**src/rtl/input_debouncer_pkg.sv**
```systemverilog
// Shared types and defaults for the input debouncer.
// The state encoding is used by the FSM in input_debouncer.
package debounce_pkg;

    typedef enum logic [1:0] {
        STABLE_LO  = 2'd0,
        CONFIRM_HI = 2'd1,
        STABLE_HI  = 2'd2,
        CONFIRM_LO = 2'd3
    } state_e;

    localparam int SYNC_STAGES_DEF     = 2;
    localparam int DEBOUNCE_CYCLES_DEF = 4;

    function automatic logic is_confirm(input state_e st);
        return (st == CONFIRM_HI) || (st == CONFIRM_LO);
    endfunction

endpackage

```
**src/rtl/input_debouncer_if.sv**
```systemverilog
// Signal bundle between the raw input source and the debounced consumer.
interface input_debouncer_if;
    logic din;
    logic dout;
    logic rise_pulse;
    logic fall_pulse;
    logic busy;

    modport master (output din, input dout, input rise_pulse, input fall_pulse, input busy);
    modport slave  (input din, output dout, output rise_pulse, output fall_pulse, output busy);
endinterface

```
**src/rtl/input_debouncer_sync_chain.sv**
```systemverilog
// SYNC_STAGES-deep flop chain bringing an asynchronous bit into the clk domain.
module sync_chain #(
    parameter int SYNC_STAGES = 2
) (
    input  logic clk,
    input  logic reset,
    input  logic d,
    output logic q
);

    logic [SYNC_STAGES-1:0] sync_r;

    // Shift register; stage 0 is the metastability-exposed flop.
    always_ff @(posedge clk or posedge reset) begin
        if (reset) begin
            sync_r <= {SYNC_STAGES{1'b0}};
        end else begin
            sync_r <= {sync_r[SYNC_STAGES-2:0], d};
        end
    end

    assign q = sync_r[SYNC_STAGES-1];

endmodule

```
**src/rtl/input_debouncer.sv**
```systemverilog
// Synchronizes and debounces a single-bit input; accepts a level after DEBOUNCE_CYCLES stable samples.
// Optional edge pulses are built only when DEBOUNCE_EDGE_EN is defined (otherwise tied to 0).
module input_debouncer
    import debounce_pkg::*;
#(
    parameter  int SYNC_STAGES     = SYNC_STAGES_DEF,
    parameter  int DEBOUNCE_CYCLES = DEBOUNCE_CYCLES_DEF,
    localparam int CNT_W           = $clog2(DEBOUNCE_CYCLES) + 1
) (
    input  logic               clk,
    input  logic               reset,
    input_debouncer_if.slave   dbus
);

    localparam logic [CNT_W-1:0] CNT_LAST = CNT_W'(DEBOUNCE_CYCLES - 1);
    localparam logic [CNT_W-1:0] CNT_ZERO = {CNT_W{1'b0}};
    localparam logic [CNT_W-1:0] CNT_ONE  = CNT_W'(1);

    logic             sync_s;
    state_e           state_r;
    state_e           state_s;
    logic [CNT_W-1:0] cnt_r;
    logic [CNT_W-1:0] cnt_s;
    logic             dout_s;
    logic             busy_s;
    logic             dout_r;
    logic             busy_r;

    sync_chain #(.SYNC_STAGES(SYNC_STAGES)) u_sync (
        .clk   (clk),
        .reset (reset),
        .d     (dbus.din),
        .q     (sync_s)
    );

    // State and stability counter registers.
    always_ff @(posedge clk or posedge reset) begin
        if (reset) begin
            state_r <= STABLE_LO;
            cnt_r   <= CNT_ZERO;
        end else begin
            state_r <= state_s;
            cnt_r   <= cnt_s;
        end
    end

    // Next-state and counter logic; a reverted sample always beats confirmation.
    always_comb begin
        state_s = state_r;
        cnt_s   = cnt_r;
        case (state_r)
            STABLE_LO: begin
                if (sync_s) begin
                    state_s = CONFIRM_HI;
                    cnt_s   = CNT_ONE;
                end else begin
                    cnt_s   = CNT_ZERO;
                end
            end
            CONFIRM_HI: begin
                if (!sync_s) begin
                    state_s = STABLE_LO;
                    cnt_s   = CNT_ZERO;
                end else if (cnt_r == CNT_LAST) begin
                    state_s = STABLE_HI;
                    cnt_s   = CNT_ZERO;
                end else begin
                    cnt_s   = cnt_r + CNT_ONE;
                end
            end
            STABLE_HI: begin
                if (!sync_s) begin
                    state_s = CONFIRM_LO;
                    cnt_s   = CNT_ONE;
                end else begin
                    cnt_s   = CNT_ZERO;
                end
            end
            CONFIRM_LO: begin
                if (sync_s) begin
                    state_s = STABLE_HI;
                    cnt_s   = CNT_ZERO;
                end else if (cnt_r == CNT_LAST) begin
                    state_s = STABLE_LO;
                    cnt_s   = CNT_ZERO;
                end else begin
                    cnt_s   = cnt_r + CNT_ONE;
                end
            end
            default: begin
                state_s = STABLE_LO;
                cnt_s   = CNT_ZERO;
            end
        endcase
    end

    // Next output values, derived from the transition being taken.
    always_comb begin
        dout_s = dout_r;
        busy_s = is_confirm(state_s);
        if ((state_r == CONFIRM_HI) && (state_s == STABLE_HI)) begin
            dout_s = 1'b1;
        end else if ((state_r == CONFIRM_LO) && (state_s == STABLE_LO)) begin
            dout_s = 1'b0;
        end else begin
            dout_s = dout_r;
        end
    end

    // Registered level and busy outputs.
    always_ff @(posedge clk or posedge reset) begin
        if (reset) begin
            dout_r <= 1'b0;
            busy_r <= 1'b0;
        end else begin
            dout_r <= dout_s;
            busy_r <= busy_s;
        end
    end

    assign dbus.dout = dout_r;
    assign dbus.busy = busy_r;

`ifdef DEBOUNCE_EDGE_EN
    logic rise_r;
    logic fall_r;

    // Edge pulses coincide with the cycle dout changes.
    always_ff @(posedge clk or posedge reset) begin
        if (reset) begin
            rise_r <= 1'b0;
            fall_r <= 1'b0;
        end else begin
            rise_r <= dout_s & ~dout_r;
            fall_r <= ~dout_s & dout_r;
        end
    end

    assign dbus.rise_pulse = rise_r;
    assign dbus.fall_pulse = fall_r;
`else
    assign dbus.rise_pulse = 1'b0;
    assign dbus.fall_pulse = 1'b0;
`endif

endmodule

```
**src/flat_wrapper.sv**
```systemverilog
// flat-port wrapper written by rule: the top's interface ports become plain ports
module input_debouncer_flat import debounce_pkg::*;
#(
    parameter  int SYNC_STAGES     = SYNC_STAGES_DEF,
    parameter  int DEBOUNCE_CYCLES = DEBOUNCE_CYCLES_DEF,
    localparam int CNT_W           = $clog2(DEBOUNCE_CYCLES) + 1
)
  (clk, reset, dbus_din, dbus_dout, dbus_rise_pulse, dbus_fall_pulse, dbus_busy);
  input_debouncer_if dbus_i ();
  input  logic clk;
  input  logic reset;
  input wire logic [$bits(dbus_i.din)-1:0] dbus_din;
  output wire logic [$bits(dbus_i.dout)-1:0] dbus_dout;
  output wire logic [$bits(dbus_i.rise_pulse)-1:0] dbus_rise_pulse;
  output wire logic [$bits(dbus_i.fall_pulse)-1:0] dbus_fall_pulse;
  output wire logic [$bits(dbus_i.busy)-1:0] dbus_busy;
  assign dbus_i.din = dbus_din;
  assign dbus_dout = dbus_i.dout;
  assign dbus_rise_pulse = dbus_i.rise_pulse;
  assign dbus_fall_pulse = dbus_i.fall_pulse;
  assign dbus_busy = dbus_i.busy;
  input_debouncer #(.SYNC_STAGES(SYNC_STAGES), .DEBOUNCE_CYCLES(DEBOUNCE_CYCLES)) u_core (.clk(clk), .reset(reset), .dbus(dbus_i));
endmodule
```
**config.mk**
```make
export PLATFORM = sky130hd
export DESIGN_NAME = input_debouncer_flat
export DESIGN_NICKNAME = d
export VERILOG_FILES = /design/src/rtl/input_debouncer_pkg.sv /design/src/rtl/input_debouncer_if.sv /design/src/rtl/input_debouncer_sync_chain.sv /design/src/rtl/input_debouncer.sv /design/src/flat_wrapper.sv
export SDC_FILE = /design/constraint.sdc
export NUM_CORES = 1
export LEC_CHECK = 0
export ABC_CLOCK_PERIOD_IN_PS = 2100
export BUFFER_PORTS_ARGS = -buffer_cell sky130_fd_sc_hd__buf_2
export CAP_MARGIN = 10
export CELL_PAD_IN_SITES_DETAIL_PLACEMENT = 1
export CELL_PAD_IN_SITES_GLOBAL_PLACEMENT = 1
export CORE_AREA = 2 2 39 41
export DETAILED_ROUTE_END_ITERATION = 12
export DIE_AREA = 0 0 41 43
export GPL_ROUTABILITY_DRIVEN = 0
export PLACE_DENSITY_LB_ADDON = 0.1
export SETUP_SLACK_MARGIN = 0.2
export SYNTH_ARGS = -nofsm -noshare
export SYNTH_HDL_FRONTEND = slang
export SYNTH_SLANG_ARGS = --single-unit
```
**constraint.sdc**
```tcl
create_clock -name clk -period 2.1 [get_ports clk]
set_clock_uncertainty 0.15 [all_clocks]
set_input_delay 0.42 -clock clk [delete_from_list [all_inputs] [get_ports clk]]
set_output_delay 0.42 -clock clk [all_outputs]
set_load 0.03 [all_outputs]
```
Word-level counts from Yosys, hierarchy flattened
Index checks and enable logic that the tools add are counted.

Output and inout port bits: 4. Bits of input ports: 3. Bits in registers: 9.

Add/subtract/negate cells: 1. Reductions and logical operators: 6. Mux-type cells: 15. Eq/ne operators: 7.

Operators with widths (count): $mux W2 (6); $pmux W3 S4 (1); $mux W3 (3); $eq A2 B2 Y1 const B (4); $pmux W2 S4 (1); $eq A2 B1 Y1 const B (2); $logic_not A2 Y1 (2); $mux W1 (4); $add A3 B1 Y3 const B (1); $eq A3 B2 Y1 const B (1); $logic_and A1 B1 Y1 (2); $reduce_bool A2 Y1 (1); $logic_or A1 B1 Y1 (1).

Logic depth before layout (Yosys ltp)
Gate-level depths: netlist of run 1.

Depth after elaboration: 8. Gate-level depth with buffers: 4. Mapped depth without buffers: 4.

Cells and area by module
Synthesis of run 1 repeated with hierarchy kept, for this count alone.

Cell total of the unflattened synthesis: 28. Area, all modules: 359.1 um^2.

By module, submodules not included: input_debouncer (seq. area each 175.2 um^2, cells an instance 25, times used 1, area each 305.3 um^2); sync_chain (seq. area each 50.0 um^2, cells an instance 3, times used 1, area each 53.8 um^2).

Least setup slack after synthesis of run 1
OpenSTA, ideal clock, no wires.

Kind: reg-to-reg. Start point: reg u_core.cnt_r[0]. End point: reg u_core.state_r[1]. Arrival time: 1.018 ns. Buffers on the path: 0. Period minus slack after synthesis: 1.296 ns. Cell stages (with the launch flop): 4. Slack: 0.804 ns. Setup time: 0.128 ns. Cells stage by stage: dfrtp_1 -> ha_1 -> nand3b_1 -> mux2_1.

Word-level cells in the longest chain between the ends: 4. Elaborated cells between the ends (all ways): 6. Those cells by class: 1 x eq/ne; 5 x mux.

Ends and longest elaborated chain: start, declared (RTL line input_debouncer.sv:22) `logic [CNT_W-1:0] cnt_r;`; start signal, assigned (RTL line input_debouncer.sv:43) `cnt_r <= cnt_s;`; $eq A3 B2 Y1 * (RTL line input_debouncer.sv:64, input_debouncer.sv:83); $mux W2 (on tied branches) (RTL line input_debouncer.sv:83, input_debouncer.sv:64); $mux W2 (on tied branches) (RTL line input_debouncer.sv:80, input_debouncer.sv:61); $pmux W2 S4 * (RTL line input_debouncer.sv:51) `case (state_r)`; net u_core.state_s[1] (RTL line input_debouncer.sv:21) `state_e state_s;`; end signal, assigned (RTL line input_debouncer.sv:42) `state_r <= state_s;`; end, declared (RTL line input_debouncer.sv:20) `state_e state_r;`.

The timed path passes the listed nets; every way through them passes the cells marked *. A chain may end at the register's enable or synchronous reset.

Worst setup path after layout of run 1
Start point: reg u_core.dout_r, in the netlist u_core.dbus.dout. End point: out dbus_dout.

RTL lines: start, declared (RTL line input_debouncer.sv:26) `logic dout_r;`; start signal, assigned (RTL line input_debouncer.sv:116) `dout_r <= dout_s;`; end, declared (RTL line flat_wrapper.sv:13) `output wire logic [$bits(dbus_i.dout)-1:0] dbus_dout;`.

No word-level cell between the ends.

==> results of run 1 <==
## how the worst max path moves through the flow
| stage | end | cells past startpoint |
|---|---|---|
| floorplan | u_core.state_r[1] | 3 |
| global placement | u_core.state_r[1] | 3 |
| detailed placement | u_core.state_r[1] | 3 |
| CTS | dbus_dout | 1 |
| global route | u_core.state_r[1] | 3 |
| finish | dbus_dout | 1 |
## registers in the layout, indices dropped and copies added, names as in the netlist
| signal | flops |
|---|---|
| u_core.cnt_r | 3 |
| u_core.dbus.busy | 1 |
| u_core.dbus.dout | 1 |
| u_core.state_r | 2 |
| u_core.u_sync.sync_r | 2 |
## where the power goes
part | total (mW) | internal, mW | switching, mW
registers | 0.265 | 0.225 | 0.0401
clock network | 0.133 | 0.0732 | 0.0596
logic | 0.161 | 0.0737 | 0.0873
## final cells by class
cell class / instances / share of cell area [%]
Clock buffer: 4 / 5.87
Tap cell: 16 / 4.47
Sequential cell: 9 / 50.3
Multi-Input combinational cell: 17 / 31.0
Inverter: 2 / 1.68
Timing Repair Buffer: 5 / 6.70
## per-stage QoR
step / cell area (µm²) / hold WS, ns
after global routing: 448 / 0.101
after detailed placement: 412 / 0.194
after CTS: 448 / 0.110
after floorplan: 387 / 0.0979
final: 448 / 0.118
after global placement: 412 / 0.189
## layer usage
metal	GRT usage, %	up-vias	routed length (µm)
met4	6.00	0	0
li1	-	105	-
met1	10.4	112	277
met3	7.85	0	26
met5	0	-	0
met2	12.2	6	271
## synthesized netlist by cell type, drive strengths merged
cell type	count	area (µm²)
a31oi	1	6.26
and2	3	21.3
and2b	1	7.51
buf	2	15.0
conb	1	3.75
dfrtp	9	225
ha	1	12.5
inv	2	7.51
mux2	1	11.3
nand2	1	6.26
nand3b	1	7.51
nor2	1	3.75
nor3b	2	25.0
o21ai	1	5.00
o22a	1	8.76
xor2	1	16.3
## kinds of logic (layout without fill, tap and decap cells)
logic type | count (synthesis) | after routing
flops | 9 | 9
mux | 1 | 1
fa+ha+maj | 1 | 1
other cells | 1 | 2
compound gates | 3 | 3
buf+inv | 4 | 11
simple gates | 9 | 9
xor+xnor | 1 | 1
## what timing repair did
action,4_1_cts,5_1_grt
endpoints found under the setup margin,0,0
hold buffers,1,0
endpoints found under the hold margin,9,0
gates resized for setup,0,0
## placed cells by master (no fill, tap or decap)
cell type,synthesis,layout
and2_2,2,2
and2_1,1,1
nand3b_1,1,1
mux2_1,1,1
a31oi_1,1,1
buf_2,0,4
nand2_2,1,1
nor2_1,1,1
inv_1,2,2
nor3b_2,2,2
o21ai_0,1,1
clkbuf_1,0,1
xor2_2,1,1
o22a_1,1,1
and2b_1,1,1
ha_1,1,1
dfrtp_1,9,9
dlygate4sd3_1,0,1
conb_1,1,2
clkbuf_4,0,3
==> impl_metrics.env, run 1 <==
export IMPL_power_total_mw=0.559
export IMPL_final_antenna_net_count=0
export IMPL_clock_latency_ns=0.26
export IMPL_synthSimpleGateAreaFrac_pct=18.6
export IMPL_cts_sinks=9
export IMPL_finalHoldViolations=0
export IMPL_r2r_start="u_core.cnt_r[0]"
export IMPL_num_vias=223
export IMPL_drtIter0Drc=7
export IMPL_port_buffer_count=4
export IMPL_drc=0
export IMPL_clockBufferDepth=2
export IMPL_min_delay_path_depth=1
export IMPL_slew_viol_final=0
export IMPL_grt_use_total_pct=9.55
export IMPL_die_h_um=43
export IMPL_endpoint_kind="output port"
export IMPL_rrSetupSlack_ns=0.70
export IMPL_yosys_cell_types_count=17
export IMPL_hold_path_class="in2reg"
export IMPL_path_buf_inv=1
export IMPL_die_area_um2=1760
export IMPL_cts_setup_buffers=0
export IMPL_syn_area_per_cell_um2=13.2
export IMPL_synth_adder_area_share_pct=3.27
export IMPL_status="finished clean"
export IMPL_fin_util_pct=32.4
export IMPL_fmax_mhz=712
export IMPL_synth_warning_count=0
export IMPL_finalNonFillerCells=53
export IMPL_min_to="u_core.u_sync.sync_r[0]"
export IMPL_setup_worst_path_start="u_core.dbus.dout"
export IMPL_first_pass_iters=2
export IMPL_post_drt_wl_per_cell_um=10.9
export IMPL_finalWorstSetupSlack_ns=0.696
export IMPL_layout_drive_gt1_share_pct=35.1
export IMPL_cts_root_buffer="clkbuf_4"
export IMPL_seq_area_frac_synth_pct=58.8
export IMPL_multi_input_area_um2=139
export IMPL_cts_tree="built"
export IMPL_cp_max_fo=3
export IMPL_power_leakage_nw=0.220
export IMPL_crit_path_start_kind="register"
export IMPL_path_clk_slew_ns=0.06
export IMPL_core_um2=1380
export IMPL_seq_area_um2=225
export IMPL_place_hpwl_um=448
export IMPL_min_period_over_period_pct=66.8
export IMPL_diodes=0
export IMPL_placedCellCount=48
export IMPL_nFillCells=154
export IMPL_cts_inserted_buffers=3
export IMPL_crit_family="flip-flops"
export IMPL_critPathMaxStageDelay_ns=0.39
export IMPL_crit_chain="buf_2"
export IMPL_grt_pass1_vias=246
export IMPL_fp_dieW_um=41
export IMPL_overflow=0
export IMPL_crit_required_ns=1.53
export IMPL_min_period_ns=1.40
export IMPL_cap_violations=0
export IMPL_antenna_found_initial=0
export IMPL_synth_xor_area_share_pct=4.25
export IMPL_synth_compound_area_share_pct=5.23
export IMPL_reg2reg_depth=3
export IMPL_cp_slowest_cell="dfrtp_1"
export IMPL_synth_area_mux_share_pct=2.94
export IMPL_tns_ns=0
export IMPL_timing_rr_end="u_core.state_r[1]"
export IMPL_hp_start="dbus_din"
export IMPL_critical_path_class="reg2out"
export IMPL_area_growth_synth_to_final_pct=17.0
export IMPL_boundaryPins=7
export IMPL_grt_max_degree=10
export IMPL_vias_per_cell=4.21
export IMPL_synth_area_um2=383
export IMPL_p_per_area_nw_per_um2=1250
export IMPL_ys_ff_latch=9
export IMPL_h_tree_depth=1
export IMPL_grt_pass1_wl_um=1020
export IMPL_place_ws_ns=0.691
export IMPL_syn_inst=29
export IMPL_grt_setup_unrepaired="no"
export IMPL_setup_viol_count_final=0
export IMPL_num_rows=14
export IMPL_arrival_ns=0.83
export IMPL_nNetsFinal=42
export IMPL_start_util_pct=27.7
export IMPL_wirelength_um=576
export IMPL_synth_top_family_by_area="simple AND/OR/NAND/NOR gates"
export IMPL_peakVddDrop_uv=387
(Power assumes the default switching activity.)
==> run 2: changes to the inputs <==
--- a/config.mk
+++ b/config.mk
@@ -5,7 +5,8 @@
 export SDC_FILE = /design/constraint.sdc
 export NUM_CORES = 1
 export LEC_CHECK = 0
-export ABC_CLOCK_PERIOD_IN_PS = 2100
+export ABC_AREA = 1
+export ABC_CLOCK_PERIOD_IN_PS = 1300
 export BUFFER_PORTS_ARGS = -buffer_cell sky130_fd_sc_hd__buf_2
 export CAP_MARGIN = 10
 export CELL_PAD_IN_SITES_DETAIL_PLACEMENT = 1
==> constraint.sdc (replaced) <==
create_clock -name clk -period 1.3 [get_ports clk]
set_clock_uncertainty 0.15 [all_clocks]
set_input_delay 0.26 -clock clk [delete_from_list [all_inputs] [get_ports clk]]
set_output_delay 0.26 -clock clk [all_outputs]
set_load 0.03 [all_outputs]
==> run 2 against run 1 <==
Effect of this change:
- global-route usage is 0.91 points higher
- sequential share of layout area is 8.9 points lower
- flip-flop and latch count stayed put
- highest routed layer unchanged
- largest power group unchanged
- critical endpoint unchanged
- largest cell class unchanged
- via count is 23% higher
==> impl_metrics.env, run 2 <==
export IMPL_num_vias=274
export IMPL_ys_flop_type="dfrtp_1"
export IMPL_layout_drive_gt1_share_pct=51.9
export IMPL_vias_per_cell=4.03
export IMPL_crit_path_start_kind="register"
export IMPL_status="finished clean"
export IMPL_p_sw_mw=0.394
export IMPL_power_leakage_nw=0.258
export IMPL_synthTopCellsByArea="dfrtp_1, nand2_1, inv_1, nand3_1, buf_4"
export IMPL_critical_path_class="reg2out"
export IMPL_diodes=0
export IMPL_cts_root_buffer="clkbuf_4"
export IMPL_grt_setup_unrepaired="yes"
export IMPL_multi_input_area_um2=168
export IMPL_biggestRegsByFlops="u_core.cnt_r: 3 flops, u_core.state_r: 2 flops, u_core.u_sync.sync_r: 2 flops"
export IMPL_die_h_um=43
export IMPL_setup_viol_count_final=0
export IMPL_tns_ns=0
export IMPL_clock_latency_ns=0.25
export IMPL_yosysTopAreaCell="dfrtp_1"
export IMPL_boundaryPins=7
export IMPL_whs_ns=0.200
export IMPL_reg2reg_depth=6
export IMPL_cp_max_fo=2
export IMPL_synth_common_cells="nand2_1, dfrtp_1, inv_1"
export IMPL_min_period_ns=1.19
export IMPL_cts_tree="built"
export IMPL_fp_dieW_um=41
export IMPL_grt_pass1_wl_um=1130
export IMPL_critPathMaxStageDelay_ns=0.39
export IMPL_comb_power_share_pct=39.7
export IMPL_synth_warning_count=0
export IMPL_yosys_cell_types_count=10
export IMPL_power_total_mw=1.07
export IMPL_grt_pass1_vias=293
export IMPL_first_pass_iters=1
export IMPL_post_drt_wl_per_cell_um=9.60
export IMPL_placed_area_um2=393
export IMPL_place_hpwl_um=489
export IMPL_grt_max_degree=10
export IMPL_clkPwrFrac_pct=19.8
export IMPL_r2r_start="u_core.cnt_r[0]"
export IMPL_synth_edf_count=0
export IMPL_port_buffer_count=4
export IMPL_wirelength_um=653
export IMPL_hp_start="u_core.u_sync.sync_r[0]"
export IMPL_cp_slowest_cell="dfrtp_1"
export IMPL_seq_area_um2=225
export IMPL_num_rows=14
export IMPL_p_seq_share_pct=40.5
export IMPL_nFillCells=152
export IMPL_crit_chain="buf_6"
export IMPL_min_delay_path_depth=0
export IMPL_grt_use_total_pct=10.5
export IMPL_clockBufferDepth=2
export IMPL_synth_most_common_cell="nand2_1"
export IMPL_min_period_over_period_pct=91.6
export IMPL_synth_area_um2=364
export IMPL_path_buf_inv=1
export IMPL_seq_area_frac_synth_pct=61.9
export IMPL_overflow=0
export IMPL_fin_area_um2=544
export IMPL_hold_path_class="reg2reg"
export IMPL_crit_family="flip-flops"
export IMPL_switching_share_pct=36.7
export IMPL_drtIter0Drc=0
export IMPL_path_clk_slew_ns=0.06
export IMPL_largest_reg_flops=3
export IMPL_p_int_mw=0.679
export IMPL_syn_inst=40
export IMPL_final_common_cell="dfrtp_1"
export IMPL_finalHoldViolations=0
export IMPL_p_per_area_nw_per_um2=1970
export IMPL_crit_required_ns=0.89
export IMPL_arrival_ns=0.78
export IMPL_cts_sinks=9
export IMPL_antenna_found_initial=0
export IMPL_cap_violations=0
export IMPL_cts_inserted_buffers=3
export IMPL_endpoint_kind="output port"
export IMPL_regMostFlops="u_core.cnt_r"
export IMPL_final_antenna_net_count=0
export IMPL_h_tree_depth=1
export IMPL_async_flop_share_pct=100
export IMPL_final_cell_mix="dfrtp_1, nand2_1, inv_2"
export IMPL_yosys_area_top_type_share_pct=61.9
export IMPL_nNetsFinal=57
export IMPL_fmax_mhz=840
export IMPL_syn_area_per_cell_um2=9.10
export IMPL_fin_util_pct=39.3
export IMPL_slew_viol_final=0
export IMPL_timing_rr_end="u_core.dbus.dout"
export IMPL_ys_ff_latch=9
export IMPL_core_um2=1380
export IMPL_rrSetupSlack_ns=0.15
export IMPL_peakVddDrop_uv=687
export IMPL_min_to="u_core.u_sync.sync_r[1]"
export IMPL_drc=0
export IMPL_area_growth_synth_to_final_pct=49.5
export IMPL_start_util_pct=26.3
export IMPL_die_area_um2=1760
==> run 2: changes by cell type after synthesis, moves of 2 or more <==
cell and delta:
and2_2 -2, inv_1 +6, nand2_1 +10, nand3_1 +3
nor2_1 +3, nor3b_2 -2
==> run 2: power groups by stage <==
stage | Sequential [mW] | Clock (mW) | Combinational (mW)
after floorplan | 0.455 | 0 | 0.123
after global placement | 0.404 | 0 | 0.225
after detailed placement | 0.410 | 0 | 0.233
after CTS | 0.424 | 0.227 | 0.344
after global routing | 0.449 | 0.235 | 0.464
final | 0.434 | 0.212 | 0.426
==> run 2: kinds of logic after synthesis <==
| family | synth area share [%] |
|---|---|
| other | 1.03 |
| AO/OA/AOI/OAI | 2.75 |
| buffers and inverters | 12.4 |
| adder cells (fa/ha/maj) | 3.44 |
| AND/OR/NAND/NOR | 18.6 |
| flip-flops | 61.9 |
==> run 2: worst max-delay path by stage <==
stage	startpoint	to	slack, ns	depth (start not counted)
after floorplan	u_core.cnt_r[0]	u_core.cnt_r[0]	0.21	4
after global placement	u_core.cnt_r[0]	u_core.cnt_r[0]	0.11	4
after detailed placement	u_core.cnt_r[0]	u_core.dbus.dout	0.1	6
after CTS	u_core.dbus.dout	dbus_dout	0.09	1
after global routing	u_core.cnt_r[0]	u_core.dbus.dout	0.07	6
final	u_core.dbus.dout	dbus_dout	0.11	1
==> run 2: final cells by class <==
| class | instances | share of cell area (%) |
|---|---|---|
| inverters | 8 | 5.52 |
| flip-flops and latches | 9 | 41.4 |
| repair buffers | 9 | 13.8 |
| multi-input cells | 22 | 30.8 |
| clock buffers | 4 | 4.83 |
| well taps | 16 | 3.68 |
==> run 2: stage by stage <==
stage               std cells  setup WS [ns]
global route               68         0.0687
floorplan                  41          0.213
CTS                        67         0.0907
detailed placement         59         0.0973
global placement           59          0.115
finish                     68          0.109
==> run 2: per-layer routing <==
layer / share of wire [%] / up-vias / global-route usage, % / routed length, µm
met4: 0 / 0 / 8.00 / 0
met3: 4.1 / 0 / 4.71 / 27
li1: - / 136 / - / -
met5: 0 / - / 0 / 0
met2: 53 / 7 / 14.7 / 344
met1: 43 / 131 / 11.7 / 281
==> run 2: timing repair <==
| item | 4_1_cts | 5_1_grt |
|---|---|---|
| hold buffers | 2 | 0 |
| resized for setup | 12 | 15 |
| endpoints found under the hold margin | 10 | 0 |
| buffers inserted | 2 | 1 |
| cloned | 0 | 0 |
| pin swaps | 2 | 7 |
| endpoints found under the setup margin | 8 | 9 |
